[src/rtl/fmcw_cmd_pkg.sv]
// Shared definitions for the FMCW command link: framing constants, decoder states
// and the packet checksum. Host-side tooling relies on the same values.
package fmcw_cmd_pkg;

   localparam logic [7:0] SYNC_BYTE_DEFAULT = 8'hA5;
   localparam int         PKT_LEN           = 5;
   localparam int         TIMEOUT_DEFAULT   = 4096;

   typedef enum logic [2:0] {
      ST_HUNT    = 3'd0,
      ST_ADDR    = 3'd1,
      ST_DATA_HI = 3'd2,
      ST_DATA_LO = 3'd3,
      ST_CHECK   = 3'd4
   } dec_state_t;

   function automatic logic [7:0] pkt_chk(input logic [7:0] addr,
                                          input logic [7:0] data_hi,
                                          input logic [7:0] data_lo);
      return addr ^ data_hi ^ data_lo;
   endfunction

endpackage

[src/rtl/cmd_decoder.sv]
// Decodes 5-byte register-write packets from the ft245 read FIFO into a one-cycle
// config write strobe, with checksum validation, idle timeout and an error counter.
module cmd_decoder
   import fmcw_cmd_pkg::*;
#(
   parameter logic [7:0] SYNC_BYTE      = SYNC_BYTE_DEFAULT,
   parameter int         TIMEOUT_CYCLES = TIMEOUT_DEFAULT
) (
   input  logic        clk,
   input  logic        rst_n,
   input  logic        rdfifo_empty,
   output logic        rden,
   input  logic [7:0]  rddata,
   output logic        cfg_wr,
   output logic [7:0]  cfg_addr,
   output logic [15:0] cfg_data,
   output logic [7:0]  err_cnt,
   output logic        busy
);

   localparam int              TO_W    = $clog2(TIMEOUT_CYCLES + 1);
   localparam logic [TO_W-1:0] TO_LAST = TO_W'(TIMEOUT_CYCLES - 1);

   dec_state_t      state_reg, state_next;
   logic            byte_valid_reg;
   logic [7:0]      addr_reg, addr_next;
   logic [7:0]      data_hi_reg, data_hi_next;
   logic [7:0]      data_lo_reg, data_lo_next;
   logic [TO_W-1:0] timeout_cnt_reg, timeout_cnt_next;
   logic            cfg_wr_reg, cfg_wr_next;
   logic [7:0]      cfg_addr_reg, cfg_addr_next;
   logic [15:0]     cfg_data_reg, cfg_data_next;
   logic [7:0]      err_cnt_reg, err_cnt_next;
   logic            timeout_hit;
   logic            err_inc;

   // Reads are issued whenever a byte is available; the byte lands one cycle later.
   assign rden     = rst_n && !rdfifo_empty;
   assign cfg_wr   = cfg_wr_reg;
   assign cfg_addr = cfg_addr_reg;
   assign cfg_data = cfg_data_reg;
   assign err_cnt  = err_cnt_reg;
   assign busy     = (state_reg != ST_HUNT);

   always_ff @(posedge clk) begin
      if (!rst_n) begin
         state_reg       <= ST_HUNT;
         byte_valid_reg  <= 1'b0;
         addr_reg        <= '0;
         data_hi_reg     <= '0;
         data_lo_reg     <= '0;
         timeout_cnt_reg <= '0;
         cfg_wr_reg      <= 1'b0;
         cfg_addr_reg    <= '0;
         cfg_data_reg    <= '0;
         err_cnt_reg     <= '0;
      end else begin
         state_reg       <= state_next;
         byte_valid_reg  <= rden;
         addr_reg        <= addr_next;
         data_hi_reg     <= data_hi_next;
         data_lo_reg     <= data_lo_next;
         timeout_cnt_reg <= timeout_cnt_next;
         cfg_wr_reg      <= cfg_wr_next;
         cfg_addr_reg    <= cfg_addr_next;
         cfg_data_reg    <= cfg_data_next;
         err_cnt_reg     <= err_cnt_next;
      end
   end

   always_comb begin
      state_next       = state_reg;
      addr_next        = addr_reg;
      data_hi_next     = data_hi_reg;
      data_lo_next     = data_lo_reg;
      timeout_cnt_next = '0;
      cfg_wr_next      = 1'b0;
      cfg_addr_next    = cfg_addr_reg;
      cfg_data_next    = cfg_data_reg;
      err_cnt_next     = err_cnt_reg;
      timeout_hit      = 1'b0;
      err_inc          = 1'b0;

      // An arriving byte always restarts the idle window, so it wins over a timeout.
      if (!byte_valid_reg && state_reg != ST_HUNT) begin
         if (timeout_cnt_reg == TO_LAST) begin
            timeout_hit = 1'b1;
         end else begin
            timeout_cnt_next = timeout_cnt_reg + TO_W'(1);
         end
      end

      if (byte_valid_reg) begin
         case (state_reg)
            ST_HUNT: begin
               if (rddata == SYNC_BYTE) begin
                  state_next = ST_ADDR;
               end
            end
            ST_ADDR: begin
               addr_next  = rddata;
               state_next = ST_DATA_HI;
            end
            ST_DATA_HI: begin
               data_hi_next = rddata;
               state_next   = ST_DATA_LO;
            end
            ST_DATA_LO: begin
               data_lo_next = rddata;
               state_next   = ST_CHECK;
            end
            ST_CHECK: begin
               if (rddata == pkt_chk(addr_reg, data_hi_reg, data_lo_reg)) begin
                  cfg_wr_next   = 1'b1;
                  cfg_addr_next = addr_reg;
                  cfg_data_next = {data_hi_reg, data_lo_reg};
               end else begin
                  err_inc = 1'b1;
               end
               state_next = ST_HUNT;
            end
            default: state_next = ST_HUNT;
         endcase
      end

      if (timeout_hit) begin
         state_next = ST_HUNT;
         err_inc    = 1'b1;
      end

      if (err_inc && err_cnt_reg != 8'hFF) begin
         err_cnt_next = err_cnt_reg + 8'd1;
      end
   end

endmodule

[config.mk]
export PLATFORM = sky130hd
export DESIGN_NAME = cmd_decoder
export DESIGN_NICKNAME = d
export VERILOG_FILES = /design/src/rtl/fmcw_cmd_pkg.sv /design/src/rtl/cmd_decoder.sv
export SDC_FILE = /design/constraint.sdc
export NUM_CORES = 1
export LEC_CHECK = 0
export ABC_AREA = 1
export CORE_MARGIN = 2
export CORE_UTILIZATION = 54
export DETAILED_ROUTE_END_ITERATION = 8
export GPL_TIMING_DRIVEN = 0
export PLACE_DENSITY = 0.79
export SLEW_MARGIN = 20
export SYNTH_ARGS = -nofsm -noshare
export SYNTH_HDL_FRONTEND = slang
export SYNTH_SLANG_ARGS = --single-unit
export TNS_END_PERCENT = 10
[constraint.sdc]
create_clock -name clk -period 2.3 [get_ports clk]
set_input_delay 0.23 -clock clk [delete_from_list [all_inputs] [get_ports clk]]
set_output_delay 0.23 -clock clk [all_outputs]
set_load 0.03 [all_outputs]
==> reports/metrics.yaml, run 1 <==
status: "complete, no violations"
rows: 28
antenna_found_initial: 0
clkTransAtPathRegs_ns: 0.08
synth-seq-cells: 74
cap_violations: 0
synthTopCellsByArea: "dfxtp_1 (45%), nand2_1 (8.3%), a21oi_1 (8.1%)"
synth_top_area_cell: "dfxtp_1"
clock.fmax_mhz: 500
largest_reg_flops: 16
slew_headroom_pct: 60.5
slew_viol_final: 0
place_congestion: 0.885
htree_levels: 3
end_kind: "flip-flop"
finalNonFillerCells: 585
worstMarginPinSlew_ns: 0.587
power_density_mw_per_mm2: 646
final_nets: 518
dieArea_sq_mm: 0.00673
fin_skew_ns: 0.00517
synth_edf_count: 0
use_met1_pct: 28.7
rsz0062_at_grt: "no"
grt_pass1_vias: 2787
crit_fanout: 10
synth_cell_types: 28
synthesis.area_sq_mm: 0.00329
clock_sinks: 74
cts_made_buffers: 9
use_met3_pct: 5.49
cts_root_buf: "clkbuf_8"
firstDrtPassIters: 5
layout_commonest_cell: "dfxtp_1"
use_met2_pct: 38.9
post-route-period-util_pct: 86.9
start_kind: "flip-flop"
layout_common_cells: "dfxtp_1 (74), nand2_1 (73), inv_1 (70)"
cts-resized-gates: 0
grt_use_total_pct: 23.5
hold_violations: 0
crit_chain: "inv_1 > nor4_1 > nand3_2 > clkbuf_1 > o21ai_0 > a21oi_1"
port_buffers: 43
setup_violations: 0
num_vias: 3038
syn_nets: 464
wl_per_cell_um: 12.7
cpMaxStageDelayCell: "nor4_1"
gr-total-overflow: 0
die_h_um: 82.1
dp.cells: 569
worstPathRequired_ns: 2.51
cts_setup_buffers: 0
slowest_delay_ns: 0.52
synthFlopType: "dfxtp_1"
syn_area_per_cell_sq_um: 7.30
grt_max_degree: 13
drt_iter0_markers: 201
final_core_util_pct: 68.7
setup.worst_path.class: "reg -> reg"
cts_tree: "built"
routed_wl_mm: 7.43
drc: 0
initial_core_util_pct: 55.6
ctsHoldBuffers: 0
chipWidth_um: 82.1
ys_seq_area_share_pct: 45.0
avgViaCountPerCell: 5.19
coreArea_sq_mm: 0.00592
ios: 46
drive_above_1_share_pct: 5.88
peakVddDrop_mv: 0.431
ant_nets: 0
synth_top_area_share_pct: 45.0
grt_pass1_wl_mm: 12.0
antenna_cells: 0
clk_path_buf_depth: 2
hp-class: "in -> reg"
dp_hpwl_mm: 5.29
yosys_warnings: 0
layout_min_cycle_time_ns: 2.00
syn-instance-count: 451
syn2layout_area_growth_pct: 23.6
fin_tns_setup_ns: 0
cp_data_arrival_time_ns: 2.21
postSynth.asyncResetShare_pct: 0
fill_cells: 500
clkLatencyLatePin_ns: 0.34
p_leak_nw: 1.59
grt-busiest-layer: "met2"
## critical path, delay by kind of cell (launching register included)
kind,cells,cell delay (ns)
buf+inv,2,0.39
simple gates,2,0.71
flops,1,0.39
compound gates,2,0.38
## synthesized netlist by cell type, types with 2 or more instances
cell	instances
xor2_1	16
xnor2_1	8
clkbuf_1	11
buf_6	3
ha_1	2
nand2_2	2
inv_2	2
buf_2	2
o21ai_0	51
nor2_1	48
nor4_1	3
nand3_1	16
nand4_1	2
nand3_2	3
nand2_1	73
inv_1	70
clkinv_1	2
a21oi_1	53
a211oi_1	2
dfxtp_1	74
## where the power goes
group          switching (mW)  internal, mW  leakage, nW  total (mW)
combinational          0.0597        0.0336        0.876      0.0933
sequential            0.00124          1.28        0.596        1.28
clock                   0.473         0.781        0.123        1.25
## per-layer routing
metal | up-vias | part of all wire (%)
met3 | 17 | 5.5
li1 | 1531 | -
met2 | 101 | 48
met4 | 0 | 2.4
met1 | 1389 | 44
met5 | - | 0
## through the flow
stage	cell area (sq um)	setup slack (ns)	hold WS (ns)	total power, mW
finish	4070	0.300	0.241	2.63
global route	4070	0.170	0.233	2.70
CTS	4070	0.357	0.228	2.63
detailed placement	3810	0.0261	0.436	1.40
global placement	3810	0.0750	0.429	1.40
floorplan	3290	0.584	0.302	1.37
## cells by family (layout without fill, tap and decap cells)
kind of cell | Yosys count | in the layout | synth area share [%]
DFF | 74 | 74 | 45.0
and+or+nand+nor | 153 | 153 | 20.1
xor gates and xnor gates | 24 | 24 | 6.39
adders and majority gates | 2 | 2 | 0.760
AOI/OAI and AO/OA | 108 | 108 | 16.7
buffers and inverters | 90 | 149 | 11.0
## worst paths after layout
check,startpoint,to,slack [ns],depth (start not counted)
max,state_reg[2],cfg_data[1],0.30,6
min,rddata[4],addr_reg[4],0.24,3
max reg2reg,state_reg[2],cfg_data[1],0.30,6
min reg2reg,cfg_data[11],cfg_data[11],0.45,2
## cell type report
cell class | instances | area [sq um] | share of cell area [%]
flip-flops and latches | 74 | 1480 | 36.4
inverters | 74 | 278 | 6.83
repair buffers | 43 | 430 | 10.6
clock inverters | 4 | 97.6 | 2.40
multi-input cells | 287 | 1450 | 35.6
clock buffers | 12 | 155 | 3.81
plain buffers | 16 | 85.1 | 2.09
well taps | 75 | 93.8 | 2.31
Note: power is estimated with default switching activity, not from simulation.
==> run 2: changes to the inputs <==
--- a/config.mk
+++ b/config.mk
@@ -6,6 +6,7 @@
 export NUM_CORES = 1
 export LEC_CHECK = 0
 export ABC_AREA = 1
+export CORE_ASPECT_RATIO = 1.75
 export CORE_MARGIN = 2
 export CORE_UTILIZATION = 54
 export DETAILED_ROUTE_END_ITERATION = 8
==> run 2 against run 1 <==
- combinational power down 1%
- clock power down 23%
- final area down 1.7%
- critical path type is now in -> reg
- highest routed layer unchanged
==> reports/metrics.yaml, run 2 (same netlist as run 1, synthesis figures left out) <==
end_kind: "flip-flop"  # unchanged
port_buffers: 43  # unchanged
peakVddDrop_mv: 0.508  # was 0.431 mV
grt_use_total_pct: 23.6  # was 23.5%
final_nets: 518  # unchanged
cts-resized-gates: 0  # unchanged
grt_max_degree: 12  # was 13
crit_path_end: "cfg_addr[5]"  # was cfg_data[1]
crit_chain: "clkdlybuf4s50_1 > inv_1 > nand2_1 > nand2_1 > nand2_1 > inv_1 > nor2_1 > nand2_1 > nor2_1 > nand3_2 > clkbuf_1 > o21ai_0 > a21oi_1"  # was inv_1 > nor4_1 > nand3_2 > clkbuf_1 > o21ai_0 > a21oi_1
cts_made_buffers: 9  # unchanged
hold_slack_ns: 0.224  # was 0.241 ns
p_leak_nw: 1.56  # was 1.59 nW
num_vias: 3007  # was 3038
place_area_sq_mm: 0.00382  # was 0.00381 sq mm
htree_levels: 3  # unchanged
cap_violations: 0  # unchanged
setup_violations: 0  # unchanged
wl_per_cell_um: 12.7  # about the same
initial_core_util_pct: 56.0  # was 55.6%
worstMarginPinSlew_ns: 0.522  # was 0.587 ns
hold_violations: 0  # unchanged
chipWidth_um: 63.0  # was 82.1 um
finalNonFillerCells: 588  # was 585
reg2reg_depth: 12  # was 6
slowest_delay_ns: 0.50  # was 0.52 ns
clock_sinks: 74  # unchanged
reg2reg_to: "cfg_addr[5]"  # was cfg_data[1]
place_congestion: 0.893  # was 0.885
syn2layout_area_growth_pct: 21.5  # was 23.6%
cp_data_arrival_time_ns: 2.22  # was 2.21 ns
crit_fanout: 10  # unchanged
power_density_mw_per_mm2: 583  # was 646 mW/mm^2
dieArea_sq_mm: 0.00676  # was 0.00673 sq mm
layout_commonest_cell: "dfxtp_1"  # unchanged
post-route-period-util_pct: 85.7  # was 86.9%
drc: 0  # unchanged
avgViaCountPerCell: 5.11  # was 5.19
ios: 46  # unchanged
slew_viol_final: 0  # unchanged
layout_min_cycle_time_ns: 1.97  # was 2.00 ns
gr-total-overflow: 0  # unchanged
place_ws_ns: -0.0319  # was 0.0261 ns
fin_skew_ns: 0.00939  # was 0.00517 ns
coreArea_sq_mm: 0.00588  # was 0.00592 sq mm
hp-class: "in -> reg"  # unchanged
setup.worst_path.class: "in -> reg"  # was reg -> reg
rsz0062_at_grt: "no"  # unchanged
antenna_cells: 0  # unchanged
grt_pass1_vias: 2849  # was 2787
fin_area_sq_mm: 0.00400  # was 0.00407 sq mm
fin_ws_ns: 0.328  # was 0.300 ns
cts_tree: "built"  # unchanged
clkTransAtPathRegs_ns: 0.07  # was 0.08 ns
clock.fmax_mhz: 507  # was 500 MHz
clkLatencyLatePin_ns: 0.36  # was 0.34 ns
final_core_util_pct: 68.0  # was 68.7%
dp.cells: 572  # was 569
start_kind: "input port"  # was flip-flop
die_h_um: 107  # was 82.1 um
slew_headroom_pct: 65.1  # was 60.5%
grt_pass1_wl_mm: 12.4  # was 12.0 mm
cts_root_buf: "clkbuf_8"  # unchanged
cts_setup_buffers: 0  # unchanged
ant_nets: 0  # unchanged
drive_above_1_share_pct: 5.29  # was 5.88%
cpMaxStageDelayCell: "clkdlybuf4s50_1"  # was nor4_1
cpMostUsedCell: "nand2_1"
dp_hpwl_mm: 5.52  # was 5.29 mm
fin_tns_setup_ns: 0  # unchanged
worstPathRequired_ns: 2.54  # was 2.51 ns
clk_path_buf_depth: 2  # unchanged
largest_reg_flops: 16  # unchanged
r2r-start: "data_hi_reg[3]"  # was state_reg[2]
fill_cells: 534  # was 500
rows: 37  # was 28
status: "complete, no violations"  # unchanged
firstDrtPassIters: 4  # was 5
report.power.total_mw: 2.33  # was 2.63 mW
antenna_found_initial: 0  # unchanged
ff2ff_setup_slack_ns: 0.34  # was 0.30 ns
drt_iter0_markers: 178  # was 201
routed_wl_mm: 7.44  # was 7.43 mm
layout_common_cells: "dfxtp_1 (74), nand2_1 (73), inv_1 (70)"  # unchanged
ctsHoldBuffers: 0  # unchanged
crit_start: "rddata[3]"  # was state_reg[2]
==> run 2: per-layer routing <==
metal,up-vias,share of wire (%),wire (um),track usage (%)
met3,24,3.9,291,5.23
met1,1376,38,2850,23.5
li1,1529,-,-,-
met5,-,0,0,0
met2,78,53,3960,42.9
met4,0,4.6,344,15.9
==> run 2: how the worst min path moves through the flow <==
stage	cells after the start	slack, ns	endpoint	startpoint
2_1_floorplan	1	0.30	byte_valid_reg	rdfifo_empty
3_3_place_gp	1	0.43	timeout_cnt_reg[0]	timeout_cnt_reg[0]
3_5_place_dp	2	0.44	cfg_data[8]	cfg_data[8]
4_1_cts	3	0.22	data_hi_reg[4]	rddata[4]
5_1_grt	3	0.23	addr_reg[4]	rddata[4]
6_report	3	0.22	data_hi_reg[4]	rddata[4]
==> run 2: critical path, delay by kind of cell <==
family	cells	cell delay (ns)
AO/OA/AOI/OAI	2	0.31
buffers and inverters	4	0.89
AND/OR/NAND/NOR	7	0.78
==> run 2: power by group <==
group / internal (mW) / switching (mW) / total, mW
logic: 0.0336 / 0.0587 / 0.0923
clock network: 0.500 / 0.457 / 0.957
registers: 1.28 / 0.00134 / 1.28
==> run 2: layout make-up <==
| type | count | area (sq um) | area share, % |
|---|---|---|---|
| Clock buffer | 13 | 139 | 3.47 |
| Sequential cell | 74 | 1480 | 37.1 |
| Tap cell | 78 | 97.6 | 2.44 |
| Buffer | 16 | 85.1 | 2.13 |
| Clock inverter | 3 | 40.0 | 1.00 |
| Inverter | 74 | 278 | 6.95 |
| Multi-Input combinational cell | 287 | 1450 | 36.2 |
| Timing Repair Buffer | 43 | 430 | 10.8 |
==> run 3: changes to the inputs <==
--- a/config.mk
+++ b/config.mk
@@ -12,8 +12,9 @@
 export DETAILED_ROUTE_END_ITERATION = 8
 export GPL_TIMING_DRIVEN = 0
 export PLACE_DENSITY = 0.79
+export SETUP_SLACK_MARGIN = 0.1
 export SLEW_MARGIN = 20
 export SYNTH_ARGS = -nofsm -noshare
 export SYNTH_HDL_FRONTEND = slang
 export SYNTH_SLANG_ARGS = --single-unit
-export TNS_END_PERCENT = 10
+export TNS_END_PERCENT = 100
==> constraint.sdc (replaced) <==
create_clock -name clk -period 2.3 [get_ports clk]
set_input_delay 0.23 -clock clk [delete_from_list [all_inputs] [get_ports clk]]
set_output_delay 0.23 -clock clk [all_outputs]
set_load 0.02 [all_outputs]
==> results of run 3 <==
Same layout as run 2 (identical final DEF). Status: complete, no violations.
